===== config.mk =====
export PLATFORM = sky130hd
export DESIGN_NAME = serial_mod_n_detector
export DESIGN_NICKNAME = d
export VERILOG_FILES = /design/src/rtl/serial_mod_pkg.sv /design/src/rtl/mod_n_step.sv /design/src/rtl/serial_mod_n_detector.sv
export SDC_FILE = /design/constraint.sdc
export NUM_CORES = 1
export LEC_CHECK = 0
export CORE_MARGIN = 2
export CORE_UTILIZATION = 24
export CTS_CLUSTER_DIAMETER = 40
export CTS_CLUSTER_SIZE = 14
export DETAILED_ROUTE_END_ITERATION = 8
export MAX_ROUTING_LAYER = met4
export PLACE_DENSITY = 0.49
export RECOVER_POWER = 100
export SETUP_SLACK_MARGIN = 0.3
export SLEW_MARGIN = 10
export SYNTH_ARGS = -nofsm -noshare
export SYNTH_HDL_FRONTEND = slang
export SYNTH_SLANG_ARGS = --single-unit
export TNS_END_PERCENT = 50

===== constraint.sdc =====
create_clock -name clk -period 3.8 [get_ports clk]
set_clock_uncertainty 0.2 [all_clocks]
set_input_delay 0.95 -clock clk [delete_from_list [all_inputs] [get_ports clk]]
set_output_delay 0.95 -clock clk [all_outputs]
set_load 0.05 [all_outputs]

===== src/rtl/serial_mod_pkg.sv =====
// Shared types and configuration check for the serial modulo-N detector.
package serial_mod_pkg;

    typedef enum logic {
        IDLE   = 1'b0,
        ACTIVE = 1'b1
    } state_t;

    typedef enum logic {
        MSB_FIRST = 1'b0,
        LSB_FIRST = 1'b1
    } order_t;

    // A frame can only open with a non-zero divisor and a length of 1..max_len bits.
    function automatic logic cfg_legal(input int unsigned divisor,
                                       input int unsigned frame_len,
                                       input int unsigned max_len);
        return (divisor != 0) && (frame_len >= 1) && (frame_len <= max_len);
    endfunction

endpackage


===== src/rtl/mod_n_step.sv =====
// Combinational (a + b + cin) mod n for a, b < n. The total stays below 2n,
// so one conditional subtract of n replaces a divider.
module mod_n_step #(
    parameter int DIV_W = 4
) (
    input  logic [DIV_W-1:0] a,
    input  logic [DIV_W-1:0] b,
    input  logic             cin,
    input  logic [DIV_W-1:0] n,
    output logic [DIV_W-1:0] sum
);

    logic [DIV_W:0] raw;
    logic [DIV_W:0] diff;

    // Widen by one bit to hold the sum, then fold back into 0..n-1.
    always_comb begin
        raw  = {1'b0, a} + {1'b0, b} + {{DIV_W{1'b0}}, cin};
        diff = raw - {1'b0, n};
        if (raw >= {1'b0, n}) begin
            sum = diff[DIV_W-1:0];
        end else begin
            sum = raw[DIV_W-1:0];
        end
    end

endmodule


===== src/rtl/serial_mod_n_detector.sv =====
// Serial divisibility detector: tracks the received bit stream modulo a
// run-time divisor, in MSB-first or LSB-first order, with bounded frames.
module serial_mod_n_detector
    import serial_mod_pkg::*;
#(
    parameter  int DIV_W   = 4,
    parameter  int MAX_LEN = 32,
    localparam int LEN_W   = $clog2(MAX_LEN + 1)
) (
    input  logic             clk,
    input  logic             rst,
    input  logic             start,
    input  logic [DIV_W-1:0] divisor,
    input  logic             lsb_first,
    input  logic [LEN_W-1:0] frame_len,
    input  logic             bit_valid,
    input  logic             bit_in,
    output logic [DIV_W-1:0] rem_out,
    output logic             div_ok,
    output logic [LEN_W-1:0] bit_cnt,
    output logic             active,
    output logic             frame_done,
    output logic             cfg_err
);

    state_t           state_q, state_n;
    order_t           order_q, order_n;
    logic [DIV_W-1:0] n_q, n_n;
    logic [LEN_W-1:0] len_q, len_n;
    logic [DIV_W-1:0] rem_q, rem_n;
    logic [DIV_W-1:0] w_q, w_n;
    logic [LEN_W-1:0] cnt_q, cnt_n;
    logic             div_ok_q, div_ok_n;
    logic             done_q, done_n;
    logic             err_q, err_n;

    logic [DIV_W-1:0] rem_a, rem_b, rem_step, w_step;
    logic             rem_cin;
    logic             legal, accept;
    logic [LEN_W-1:0] cnt_inc;

    // MSB-first doubles the remainder and adds the bit; LSB-first adds the
    // current power-of-two weight when the bit is set.
    always_comb begin
        rem_a = rem_q;
        if (order_q == MSB_FIRST) begin
            rem_b   = rem_q;
            rem_cin = bit_in;
        end else begin
            rem_b   = bit_in ? w_q : '0;
            rem_cin = 1'b0;
        end
    end

    mod_n_step #(.DIV_W(DIV_W)) u_rem_step (
        .a   (rem_a),
        .b   (rem_b),
        .cin (rem_cin),
        .n   (n_q),
        .sum (rem_step)
    );

    mod_n_step #(.DIV_W(DIV_W)) u_weight_step (
        .a   (w_q),
        .b   (w_q),
        .cin (1'b0),
        .n   (n_q),
        .sum (w_step)
    );

    assign legal   = cfg_legal(32'(divisor), 32'(frame_len), MAX_LEN);
    assign accept  = (state_q == ACTIVE) && bit_valid && !start;
    assign cnt_inc = cnt_q + LEN_W'(1);

    // Next-state and next-output logic; start always wins over a bit.
    always_comb begin
        state_n  = state_q;
        order_n  = order_q;
        n_n      = n_q;
        len_n    = len_q;
        rem_n    = rem_q;
        w_n      = w_q;
        cnt_n    = cnt_q;
        div_ok_n = div_ok_q;
        done_n   = 1'b0;
        err_n    = 1'b0;
        if (start) begin
            rem_n    = '0;
            cnt_n    = '0;
            div_ok_n = 1'b0;
            if (legal) begin
                state_n = ACTIVE;
                order_n = order_t'(lsb_first);
                n_n     = divisor;
                len_n   = frame_len;
                w_n     = (divisor == DIV_W'(1)) ? '0 : DIV_W'(1);
            end else begin
                state_n = IDLE;
                err_n   = 1'b1;
            end
        end else if (accept) begin
            rem_n    = rem_step;
            cnt_n    = cnt_inc;
            div_ok_n = (rem_step == '0);
            if (order_q == LSB_FIRST) begin
                w_n = w_step;
            end
            if (cnt_inc == len_q) begin
                done_n  = 1'b1;
                state_n = IDLE;
            end
        end
    end

    // State and output registers; reset abandons any open frame at once.
    always_ff @(posedge clk or posedge rst) begin
        if (rst) begin
            state_q  <= IDLE;
            order_q  <= MSB_FIRST;
            n_q      <= '0;
            len_q    <= '0;
            rem_q    <= '0;
            w_q      <= '0;
            cnt_q    <= '0;
            div_ok_q <= 1'b0;
            done_q   <= 1'b0;
            err_q    <= 1'b0;
        end else begin
            state_q  <= state_n;
            order_q  <= order_n;
            n_q      <= n_n;
            len_q    <= len_n;
            rem_q    <= rem_n;
            w_q      <= w_n;
            cnt_q    <= cnt_n;
            div_ok_q <= div_ok_n;
            done_q   <= done_n;
            err_q    <= err_n;
        end
    end

    assign rem_out    = rem_q;
    assign div_ok     = div_ok_q;
    assign bit_cnt    = cnt_q;
    assign active     = (state_q == ACTIVE);
    assign frame_done = done_q;
    assign cfg_err    = err_q;

endmodule

==> metrics.cfg <==
[status]
status=finished, violations left
violations=max-capacitance violations, max-slew violations

[setup_path]
cp_slowest_cell=fa_1
worstSetupPathType=input pin to flip-flop
startpoint_type=input pin
critPathTopFamily=adder cells
critPathMaxStageDelay_ns=0.50
startpoint=bit_in
worstPathMaxFanout=4
reg2reg_slack_ns=0.56
r2r-start=order_q$_DFFE_PP0P_
path_cells=buf_2 > nor2b_4 > fa_2 > fa_1 > xor2_4 > ha_4 > a21o_1 > a31oi_4 > a2111o_1 > o21ai_2 > o41ai_1
cp.required_ns=3.77
critPathCaptureType=flip-flop
worstRegToRegCells=11
worst-path-stages=11
cp.arrival_ns=3.47
crit_buf_inv=1
r2r-end=div_ok$_DFFE_PP0P_

[clock_tree]
clk_pin_slew_ns=0.06
postCtsHoldBufs=0
cts-root-buf=clkbuf_8
cts_tree=done
cts_inserted_buffers=5
htree_levels=2
insertion_delay_ns=0.28
cts_sinks=29
clock_path_buffers=2

[synth]
ys.flop_type=dfrtp_1
synthCells=199
synth_edf_count=0
seq_area_frac_synth_pct=36.1
mappedNetlistArea_mm2=0.00201
synth_nets=231
syn-mean-instance-area_um2=10.1
synth_seq_cells=29
yosys.cell_types.count=49
yosysWarnings=0
synthArstFlopShare_pct=100

[floorplan]
die_h_um=95.6
die_x_um=95.6
io_pins=30
rows=33
dieArea_mm2=0.00913
initial_utilization_pct=24.6
core-area_mm2=0.00818

[placement]
dp_hpwl_mm=3.89
gp_congestion=0.789
placedCellCount=349
place.port_buffers=29
postPlaceCellArea_mm2=0.00261

[power_and_ir_drop]
ir_worst_vdd_mv=0.136
power-per-cell-area_mw_per_mm2=479
p_leak_nw=1.24
total_power_mw=1.30

[flow_run]
drv_cap=1

[grt]
antenna_found_initial=0
grt_pass1_vias=1680
grt_max_degree=30
grt_pass1_wl_mm=8.31
overflow=0
grt_usage_pct=12.4

[cells_and_area]
finalNetCount=285
antenna_cells=0
final_common_cell=dfrtp_1
seqCellArea_um2=726
final_layout_size_suffix_gt1_share_pct=19.4
syn2layout_area_growth_pct=34.8
nFillCells=863
final_cells=358
postLayoutCellArea_mm2=0.00271
mostFrequentLayoutCells=dfrtp_1, buf_4, inv_1
post-route-util_pct=33.2
multi_input_area_mm2=0.00124

[sta]
relSlewSlack_pct=-4.74
period_share_pct=92.1
max_freq_mhz=286
tightestPinTransition_ns=1.57
finalCriticalPeriod_ns=3.50
rsz0062_at_grt=no
setup_violations=0
slew_viol_final=30
hold_viol=0

[route]
drcViolationCount=0
drt_iter0_drc=59
route.vias.total=1655
via_per_inst=4.62
drt_pre_antenna_iters=4
drt-total-wl_mm=4.93
ant_nets=0
routedWlPerCell_um=13.8

[min_path]
min_path_cells=1
min_to=n_q[2]$_DFFE_PP0P_
holdCritStartpoint=n_q[2]$_DFFE_PP0P_
hp-class=flip-flop to flip-flop

==> worst register-to-register path: stages, from the launching register on <==
cell	delay [ns]
dfrtp_1	0.49
nand3_2	0.13
o21ai_2	0.06
fa_2	0.36
fa_1	0.50
xor2_4	0.20
ha_4	0.25
a21o_1	0.18
a31oi_4	0.18
a2111o_1	0.18
o21ai_2	0.06
o41ai_1	0.34
==> repair_timing <==
item | 4_1_cts | 5_1_grt
pin swaps | 7 | 8
buffers inserted | 1 | 1
endpoints found under the setup margin | 5 | 2
resized for setup | 5 | 6
==> kinds of logic (layout without fill, tap and decap cells) <==
| kind of cell | count (synthesis) | in the layout | synth area share, % |
|---|---|---|---|
| DFF | 29 | 29 | 36.1 |
| and+or+nand+nor | 55 | 55 | 15.4 |
| xor gates and xnor gates | 14 | 14 | 6.09 |
| buffers and inverters | 22 | 76 | 4.91 |
| muxes | 14 | 14 | 8.77 |
| AOI/OAI and AO/OA | 49 | 49 | 17.4 |
| adders and majority gates | 16 | 16 | 11.4 |
==> cells in the mapped netlist (2+ instances only) <==
| cell type | n | area (um^2) |
|---|---|---|
| fa_1 | 4 | 80.1 |
| o21ai_0 | 10 | 50.1 |
| a21oi_1 | 9 | 45.0 |
| nand2_1 | 11 | 41.3 |
| o31ai_1 | 2 | 15.0 |
| or3_1 | 3 | 18.8 |
| mux2i_1 | 3 | 30.0 |
| o211ai_1 | 6 | 45.0 |
| nor2_1 | 7 | 26.3 |
| a31oi_1 | 3 | 18.8 |
| nor4_1 | 2 | 12.5 |
| nor3_1 | 2 | 10.0 |
| and3_1 | 2 | 12.5 |
| mux2_2 | 5 | 56.3 |
| xnor2_1 | 5 | 43.8 |
| ha_1 | 12 | 150 |
| clkbuf_1 | 3 | 11.3 |
| dfrtp_1 | 29 | 726 |
| xor2_1 | 9 | 78.8 |
| nand3_1 | 13 | 65.1 |
| a21o_1 | 4 | 30.0 |
| and2_1 | 3 | 18.8 |
| mux2_4 | 6 | 90.1 |
| nor2b_1 | 4 | 25.0 |
| inv_1 | 18 | 67.6 |
==> where the power goes <==
group          switching, mW  internal, mW  total [mW]
logic                  0.303         0.301       0.603
clock network          0.116         0.190       0.306
registers             0.0455         0.345       0.391
==> cell type report <==
cell class              count  share of cell area [%]
flip-flops and latches     29                    26.8
multi-input cells         148                    45.6
inverters                  18                    2.49
clock buffers               5                    2.54
well taps                 105                    4.84
clock inverters             2                    1.29
repair buffers             51                    16.5
==> sequential cells by signal, indices dropped and copies added (netlist names) <==
name	count
bit_cnt	6
len_q	6
n_q	4
rem_out	4
w_q	4
active	1
cfg_err	1
div_ok	1
frame_done	1
order_q	1
==> stage by stage <==
stage,TNS [ns],setup slack (ns),hold WS [ns]
3_3_place_gp,-0.835,-0.238,0.296
5_1_grt,0,0.213,0.309
6_report,0,0.300,0.297
3_5_place_dp,-1.02,-0.286,0.298
2_1_floorplan,0,0.299,0.279
4_1_cts,0,0.346,0.317
==> layer usage <==
layer	up-vias	GRT usage, %	part of all wire (%)
met5	-	-	0
met2	20	19.6	47
met3	5	2.61	2.6
met1	802	15.9	49
met4	0	3.93	1.2
li1	828	-	-
==> worst max-delay path by stage <==
stage / end / slack [ns]
after CTS: div_ok$_DFFE_PP0P_ / 0.35
after global placement: rem_out[3]$_DFFE_PP0P_ / -0.24
final: div_ok$_DFFE_PP0P_ / 0.30
after floorplan: div_ok$_DFFE_PP0P_ / 0.30
after detailed placement: div_ok$_DFFE_PP0P_ / -0.29
after global routing: div_ok$_DFFE_PP0P_ / 0.21
(Power assumes the default switching activity.)
